### src/rtl/store_buffer_pkg.sv
// store_buffer_pkg
//   Shared definitions for the store buffer: DMCtrl encodings, the access-size
//   helper, and the layout of one buffered store entry.
package store_buffer_pkg;

    // DMCtrl encodings as seen on the core and DM ports.
    localparam logic [2:0] CTRL_B  = 3'b000;
    localparam logic [2:0] CTRL_H  = 3'b001;
    localparam logic [2:0] CTRL_W  = 3'b010;
    localparam logic [2:0] CTRL_BU = 3'b100;
    localparam logic [2:0] CTRL_HU = 3'b101;

    // Widest address an entry can hold; the buffer's AW must not exceed it.
    localparam int SB_AW = 32;

    typedef struct packed {
        logic [SB_AW-1:0] addr;
        logic [31:0]      wdata;
        logic [1:0]       ctrl;   // size only; signedness is irrelevant to stores
    } sb_entry_t;

    // Access length in bytes. 2'b11 never reaches a stored entry; it is treated
    // as a word so a malformed load overlaps conservatively.
    function automatic logic [2:0] size_bytes(input logic [1:0] ctrl);
        case (ctrl)
            2'b00:   return 3'd1;
            2'b01:   return 3'd2;
            default: return 3'd4;
        endcase
    endfunction

    // Store encodings that carry a real size: rejects 011, 110 and 111.
    function automatic logic store_ctrl_ok(input logic [2:0] ctrl);
        return (ctrl[1:0] != 2'b11) && (ctrl[2:1] != 2'b11);
    endfunction

endpackage

### src/rtl/sb_overlap_chk.sv
// sb_overlap_chk
//   Compares one buffered store entry against the current load request.
//   Ports:
//     entry_valid / entry_addr / entry_ctrl : the buffered store
//     load_addr / load_ctrl                 : the load request (size bits only)
//     overlap : byte ranges intersect (entry must be valid)
//     exact   : overlap with identical address and size, so data can forward
module sb_overlap_chk
    import store_buffer_pkg::*;
#(
    parameter int AW = 32
) (
    input  logic          entry_valid,
    input  logic [AW-1:0] entry_addr,
    input  logic [1:0]    entry_ctrl,
    input  logic [AW-1:0] load_addr,
    input  logic [1:0]    load_ctrl,
    output logic          overlap,
    output logic          exact
);

    // Range ends are one bit wider so an access at the top of the address
    // space cannot wrap around and look like it overlaps address 0.
    logic [AW:0] entry_end;
    logic [AW:0] load_end;

    assign entry_end = {1'b0, entry_addr} + (AW+1)'(size_bytes(entry_ctrl));
    assign load_end  = {1'b0, load_addr}  + (AW+1)'(size_bytes(load_ctrl));

    assign overlap = entry_valid
                  && ({1'b0, entry_addr} < load_end)
                  && ({1'b0, load_addr}  < entry_end);

    assign exact = overlap && (entry_addr == load_addr) && (entry_ctrl == load_ctrl);

endmodule

### src/rtl/store_buffer.sv
// store_buffer
//   In-order store buffer between the core memory stage and the data memory.
//   Stores queue up and drain to DM one per cycle when the port is free; loads
//   own the port first, forward from an exactly matching youngest store, and
//   stall on a partial overlap.
//   Ports:
//     clk, rst                      : clock, synchronous active-high reset
//     req_valid/wr/addr/wdata/ctrl  : core request (held by the core while stall)
//     stall                         : core must hold its request
//     rdata                         : load result when the load is not stalled
//     dm_addr/wdata/wr/ctrl         : DM request
//     dm_rdata, dm_ready            : DM read data, DM write acceptance
//     fence                         : stall until every pending store is written
//     empty, count                  : occupancy
module store_buffer
    import store_buffer_pkg::*;
#(
    parameter int DEPTH = 4,
    parameter int AW    = 32
) (
    input  logic                     clk,
    input  logic                     rst,
    input  logic                     req_valid,
    input  logic                     req_wr,
    input  logic [AW-1:0]            req_addr,
    input  logic [31:0]              req_wdata,
    input  logic [2:0]               req_ctrl,
    output logic                     stall,
    output logic [31:0]              rdata,
    output logic [AW-1:0]            dm_addr,
    output logic [31:0]              dm_wdata,
    output logic                     dm_wr,
    output logic [2:0]               dm_ctrl,
    input  logic [31:0]              dm_rdata,
    input  logic                     dm_ready,
    input  logic                     fence,
    output logic                     empty,
    output logic [$clog2(DEPTH):0]   count
);

    localparam int PW = $clog2(DEPTH);
    localparam int CW = PW + 1;

    sb_entry_t        entries [DEPTH];
    logic [DEPTH-1:0] valid_q;
    logic [PW-1:0]    head_q;
    logic [PW-1:0]    tail_q;
    logic [CW-1:0]    count_q;

    logic [DEPTH-1:0] ovl;
    logic [DEPTH-1:0] exa;
    logic             hit;
    logic             hit_exact;
    logic [31:0]      hit_wdata;
    logic [31:0]      fwd_data;
    sb_entry_t        head;

    logic load, store_req, full, fence_block, stall_int;
    logic load_port, drain, push, pop;

    for (genvar i = 0; i < DEPTH; i++) begin : g_chk
        sb_overlap_chk #(.AW(AW)) u_chk (
            .entry_valid (valid_q[i]),
            .entry_addr  (AW'(entries[i].addr)),
            .entry_ctrl  (entries[i].ctrl),
            .load_addr   (req_addr),
            .load_ctrl   (req_ctrl[1:0]),
            .overlap     (ovl[i]),
            .exact       (exa[i])
        );
    end

    // Walk entries from oldest to youngest so the last overlapping one wins.
    always_comb begin
        // NOTE: every variable gets a default before the loop; a path that
        // leaves one unassigned would infer a latch.
        hit       = 1'b0;
        hit_exact = 1'b0;
        hit_wdata = '0;
        for (int k = DEPTH; k >= 1; k--) begin
            if (ovl[tail_q - PW'(k)]) begin
                hit       = 1'b1;
                hit_exact = exa[tail_q - PW'(k)];
                hit_wdata = entries[tail_q - PW'(k)].wdata;
            end
        end
    end

    // Forwarded data is resized by the load's own encoding; size already matches.
    always_comb begin
        fwd_data = hit_wdata;
        case (req_ctrl[1:0])
            2'b00:   fwd_data = req_ctrl[2] ? {24'b0, hit_wdata[7:0]}
                                            : {{24{hit_wdata[7]}}, hit_wdata[7:0]};
            2'b01:   fwd_data = req_ctrl[2] ? {16'b0, hit_wdata[15:0]}
                                            : {{16{hit_wdata[15]}}, hit_wdata[15:0]};
            default: fwd_data = hit_wdata;
        endcase
    end

    assign load        = req_valid && !req_wr;
    assign store_req   = req_valid && req_wr && store_ctrl_ok(req_ctrl);
    assign full        = (count_q == CW'(DEPTH));
    assign fence_block = fence && (count_q != '0);
    assign stall_int   = fence_block || (store_req && full) || (load && hit && !hit_exact);

    // A fenced load leaves the port to the drain, otherwise the fence could
    // never complete.
    assign load_port = load && !hit && !fence_block;
    assign drain     = !rst && (count_q != '0) && !load_port;
    assign push      = !rst && store_req && !stall_int;
    assign pop       = drain && dm_ready;

    assign head     = entries[head_q];
    assign stall    = !rst && stall_int;
    assign rdata    = hit_exact ? fwd_data : dm_rdata;
    assign dm_wr    = drain;
    assign dm_addr  = load_port ? req_addr : AW'(head.addr);
    assign dm_wdata = head.wdata;
    assign dm_ctrl  = load_port ? req_ctrl : {1'b0, head.ctrl};
    assign empty    = (count_q == '0);
    assign count    = count_q;

    // NOTE: the entry storage has no reset; valid_q and the pointers alone
    // decide what is live, so stale payloads are never observed.
    always_ff @(posedge clk) begin
        if (push) begin
            entries[tail_q] <= '{addr: SB_AW'(req_addr), wdata: req_wdata, ctrl: req_ctrl[1:0]};
        end
    end

    always_ff @(posedge clk) begin
        if (rst) begin
            valid_q <= '0;
            head_q  <= '0;
            tail_q  <= '0;
            count_q <= '0;
        end else begin
            // Push only happens when not full, so it never targets the head slot
            // while that slot is being popped.
            if (push) begin
                valid_q[tail_q] <= 1'b1;
                tail_q          <= tail_q + 1'b1;
            end
            if (pop) begin
                valid_q[head_q] <= 1'b0;
                head_q          <= head_q + 1'b1;
            end
            count_q <= count_q + CW'(push) - CW'(pop);
        end
    end

endmodule

### config.mk
export PLATFORM = sky130hd
export DESIGN_NAME = store_buffer
export DESIGN_NICKNAME = d
export VERILOG_FILES = /design/src/rtl/store_buffer_pkg.sv /design/src/rtl/sb_overlap_chk.sv /design/src/rtl/store_buffer.sv
export SDC_FILE = /design/constraint.sdc
export NUM_CORES = 1
export LEC_CHECK = 0
export BUFFER_PORTS_ARGS = -buffer_cell sky130_fd_sc_hd__buf_4
export CAP_MARGIN = 5
export CORE_MARGIN = 2
export CORE_UTILIZATION = 60
export DETAILED_ROUTE_END_ITERATION = 10
export GPL_TIMING_DRIVEN = 0
export PLACE_DENSITY = 0.8
export SLEW_MARGIN = 20
export SYNTH_ARGS = -nofsm -noshare
export SYNTH_HDL_FRONTEND = slang
export SYNTH_HIERARCHICAL = 1
export SYNTH_SLANG_ARGS = --single-unit
### constraint.sdc
create_clock -name clk -period 10.22 [get_ports clk]
set_input_delay 0 -clock clk [delete_from_list [all_inputs] [get_ports clk]]
set_output_delay 0 -clock clk [all_outputs]
set_load 0.005 [all_outputs]
==> flow_summary.json <==
{
  "die_x_um": 219,
  "synth_cell_types": 96,
  "ioPinCount": 210,
  "fp.dieH_um": 219,
  "cts_buffer_depth": 3,
  "root_buffer": "clkbuf_16",
  "drt-initial-drc-count": 3261,
  "internal_power_uw": 2540,
  "status": "finished clean",
  "finalPower_uw": 3670,
  "cts_max_level": 2,
  "synth_warnings": 6,
  "syn_nets": 2876,
  "async_reset_ff_share_pct": 0,
  "crit_arrival_ns": 7.70,
  "cp-start-kind": "flop",
  "netlist_instances": 2480,
  "wire_per_inst_um": 26.9,
  "antenna_found_initial": 1,
  "clockPowerShare_pct": 33.8,
  "ant_nets": 0,
  "finalSetupTns_ns": 0,
  "hold_buffers": 68,
  "fin_nets": 3192,
  "irDropWorstVdd_mv": 0.126,
  "globalplace.congestion": 0.988,
  "sw_frac_of_total_pct": 30.8,
  "met3_length_mm": 10.7,
  "numClockSinks": 279,
  "worstMarginPinSlew_ns": 1.06,
  "net-switching-power_uw": 1130,
  "synth_edf_count": 264,
  "hp-class": "input port to flop",
  "critPathCaptureType": "output pin",
  "rsz0062_at_grt": "false",
  "hold_viol_final": 0,
  "wl_met2_mm": 42.1,
  "hpwl_mm": 66.9,
  "synth_area_um2": 27600,
  "wl_met1_mm": 34.4,
  "dieArea_um2": 47800,
  "setup_viol": 0,
  "overflow": 0,
  "synthFlopType": "edfxtp_1",
  "clock_latency_ns": 0.57,
  "top_layer": "met5",
  "post_cts_buffers": 0,
  "viasPerCell": 7.04,
  "cp_slowest_cell": "mux4_2",
  "skew_ns": 0.0318,
  "cts_tree": "yes",
  "p_leak_uw": 0.0115,
  "initial_core_util_pct": 60.9,
  "grt_usage_pct": 38.6,
  "yosysSeqAreaShare_pct": 29.8,
  "nFillCells": 3237,
  "maxCapViolCount": 0,
  "multiInputGateArea_um2": 18700,
  "synth_area_per_cell_um2": 11.1,
  "cp.required_ns": 10.22,
  "slew_headroom_pct": 29.6,
  "drc": 0,
  "fmax_ghz": 0.130,
  "crit_fanout": 10,
  "vias": 24100,
  "comb_power_share_pct": 30.0,
  "grt_max_degree": 46,
  "firstDrtPassIters": 5,
  "row_count": 78,
  "finalMaxSlewViolations": 0,
  "grt_pass1_vias": 24000,
  "critPathMaxStageDelay_ns": 0.56,
  "seqPwrFrac_pct": 36.1,
  "coreArea_um2": 45400,
  "cts.clk_slew.worst_paths_ns": 0.06,
  "finalCritPeriodShare_pct": 75.4,
  "p_per_area_nw_per_um2": 115,
  "cts_buffers": 34,
  "grt_pass1_wl_mm": 139,
  "min_period_ns": 7.70,
  "synth-seq-cells": 279,
  "port_buffers": 208,
  "area_growth_pct": 15.2,
  "drive_gt1_share_pct": 21.6,
  "wl_mm": 92.2,
  "ctsResizeCount": 0,
  "regArea_um2": 8230,
  "rrSetupSlack_ns": 2.69,
  "crit_type": "flop to output pin"
}
worst max-delay path: cells and delay by family, from the launching register on:
kind,cells,cell delay (ns)
adder cells (fa/ha/maj),3,0.91
multiplexers,1,0.56
flip-flops,1,0.55
AND/OR/NAND/NOR,9,2.37
XOR/XNOR,1,0.11
AO/OA/AOI/OAI,6,1.59
buffers and inverters,6,1.04
power by group through the flow:
stage | Clock [uW] | Combinational, uW | Sequential (uW)
finish | 1240 | 1100 | 1320
global route | 1290 | 1170 | 1330
CTS | 1240 | 1080 | 1320
detailed placement | 0 | 1060 | 1350
global placement | 0 | 1020 | 1350
floorplan | 0 | 672 | 1330
cells in the final DEF, fill, tap and decap left out, types with 22 or more instances in the layout:
| master | count |
|---|---|
| nand4_1 | 65 |
| buf_4 | 218 |
| o21ai_0 | 71 |
| clkbuf_16 | 34 |
| xor2_1 | 198 |
| buf_2 | 29 |
| mux4_2 | 202 |
| nor4_1 | 28 |
| nor2_1 | 116 |
| inv_1 | 61 |
| edfxtp_1 | 264 |
| and3_1 | 44 |
| dlygate4sd3_1 | 68 |
| nand3_1 | 105 |
| a21oi_1 | 124 |
| a31oi_1 | 22 |
| clkbuf_1 | 54 |
| nor2b_1 | 22 |
| mux2_2 | 42 |
| xnor2_1 | 182 |
| nand2_1 | 171 |
| nor3_1 | 42 |
| ha_1 | 282 |
| a21o_1 | 53 |
stage by stage:
step	instances	cell area [um^2]	utilization (%)	setup WS (ns)	hold slack (ns)
3_3_place_gp	3288	30000	66.0	3.01	0.198
4_1_cts	3421	31800	70.2	2.62	0.156
5_1_grt	3421	31800	70.2	2.16	0.182
2_1_floorplan	2480	27600	-	4.32	0.0989
3_5_place_dp	3292	30100	66.2	2.82	0.203
6_report	3423	31900	70.2	2.52	0.182
cell families (layout without fill, tap and decap cells):
group                    count (synthesis)  count (layout)  synth area share, %
AO/OA/AOI/OAI                          403             403                 9.73
flip-flops                             279             279                 29.8
XOR/XNOR                               380             380                 12.0
AND/OR/NAND/NOR                        715             715                 14.1
multiplexers                           252             252                 18.5
adder cells (fa/ha/maj)                291             291                 13.4
other                                    0               2                    0
buffers and inverters                  160             501                 2.52
synthesized netlist by cell type, drive strengths merged (8+ instances only):
master   number  share of area [%]
mux2         44                1.8
nand4        68                1.6
nand2       172                2.3
mux4        202                 16
dfxtp        15                1.1
a21o         53                1.4
a22oi        18               0.54
xnor2       182                5.8
a2bb2oi       8               0.28
and4         25               0.85
buf          48                1.0
o21ai        73                1.3
ha          282                 13
nor4         33               0.95
edfxtp      264                 29
o21a         18               0.49
nand3       105                1.9
fa            9               0.65
xor2        198                6.3
nor3         44               0.83
nor2        121                1.7
and3         47                1.1
nor2b        22               0.50
nand2b       21               0.48
clkbuf       50               0.68
a221oi        8               0.25
and2         12               0.27
a21oi       124                2.2
a211oi       14               0.40
nand3b       14               0.52
a31oi        22               0.50
inv          61               0.83
worst paths after layout:
path / from / endpoint / cells past startpoint
hold / removal: req_wdata[26] / entries[2][28] / 2
setup / recovery: entries[0][0] / rdata[22] / 26
setup reg to reg: entries[0][0] / count[2] / 28
hold reg to reg: valid_q[1] / valid_q[1] / 2
sequential cells by signal, indices dropped and copies added, names as in the netlist, named ones only:
register and cells:
tail_q 2, head_q 2, valid_q 4, count 3
entries 264
layer usage:
metal  GRT usage (%)  vias to the layer above
met5               0                        -
met4            19.9                        2
met3            8.78                      314
met2            59.4                     1638
met1            51.3                    11800
li1                -                    10300
cell type report:
| type | instances | area share (%) |
|---|---|---|
| clock buffers | 38 | 2.72 |
| clock inverters | 23 | 0.750 |
| flip-flops and latches | 279 | 25.8 |
| inverters | 62 | 0.731 |
| plain buffers | 98 | 1.46 |
| diodes | 2 | 0.0157 |
| repair buffers | 280 | 7.34 |
| well taps | 600 | 2.36 |
| multi-input cells | 2041 | 58.8 |
Power figures use the tool's default switching activity.
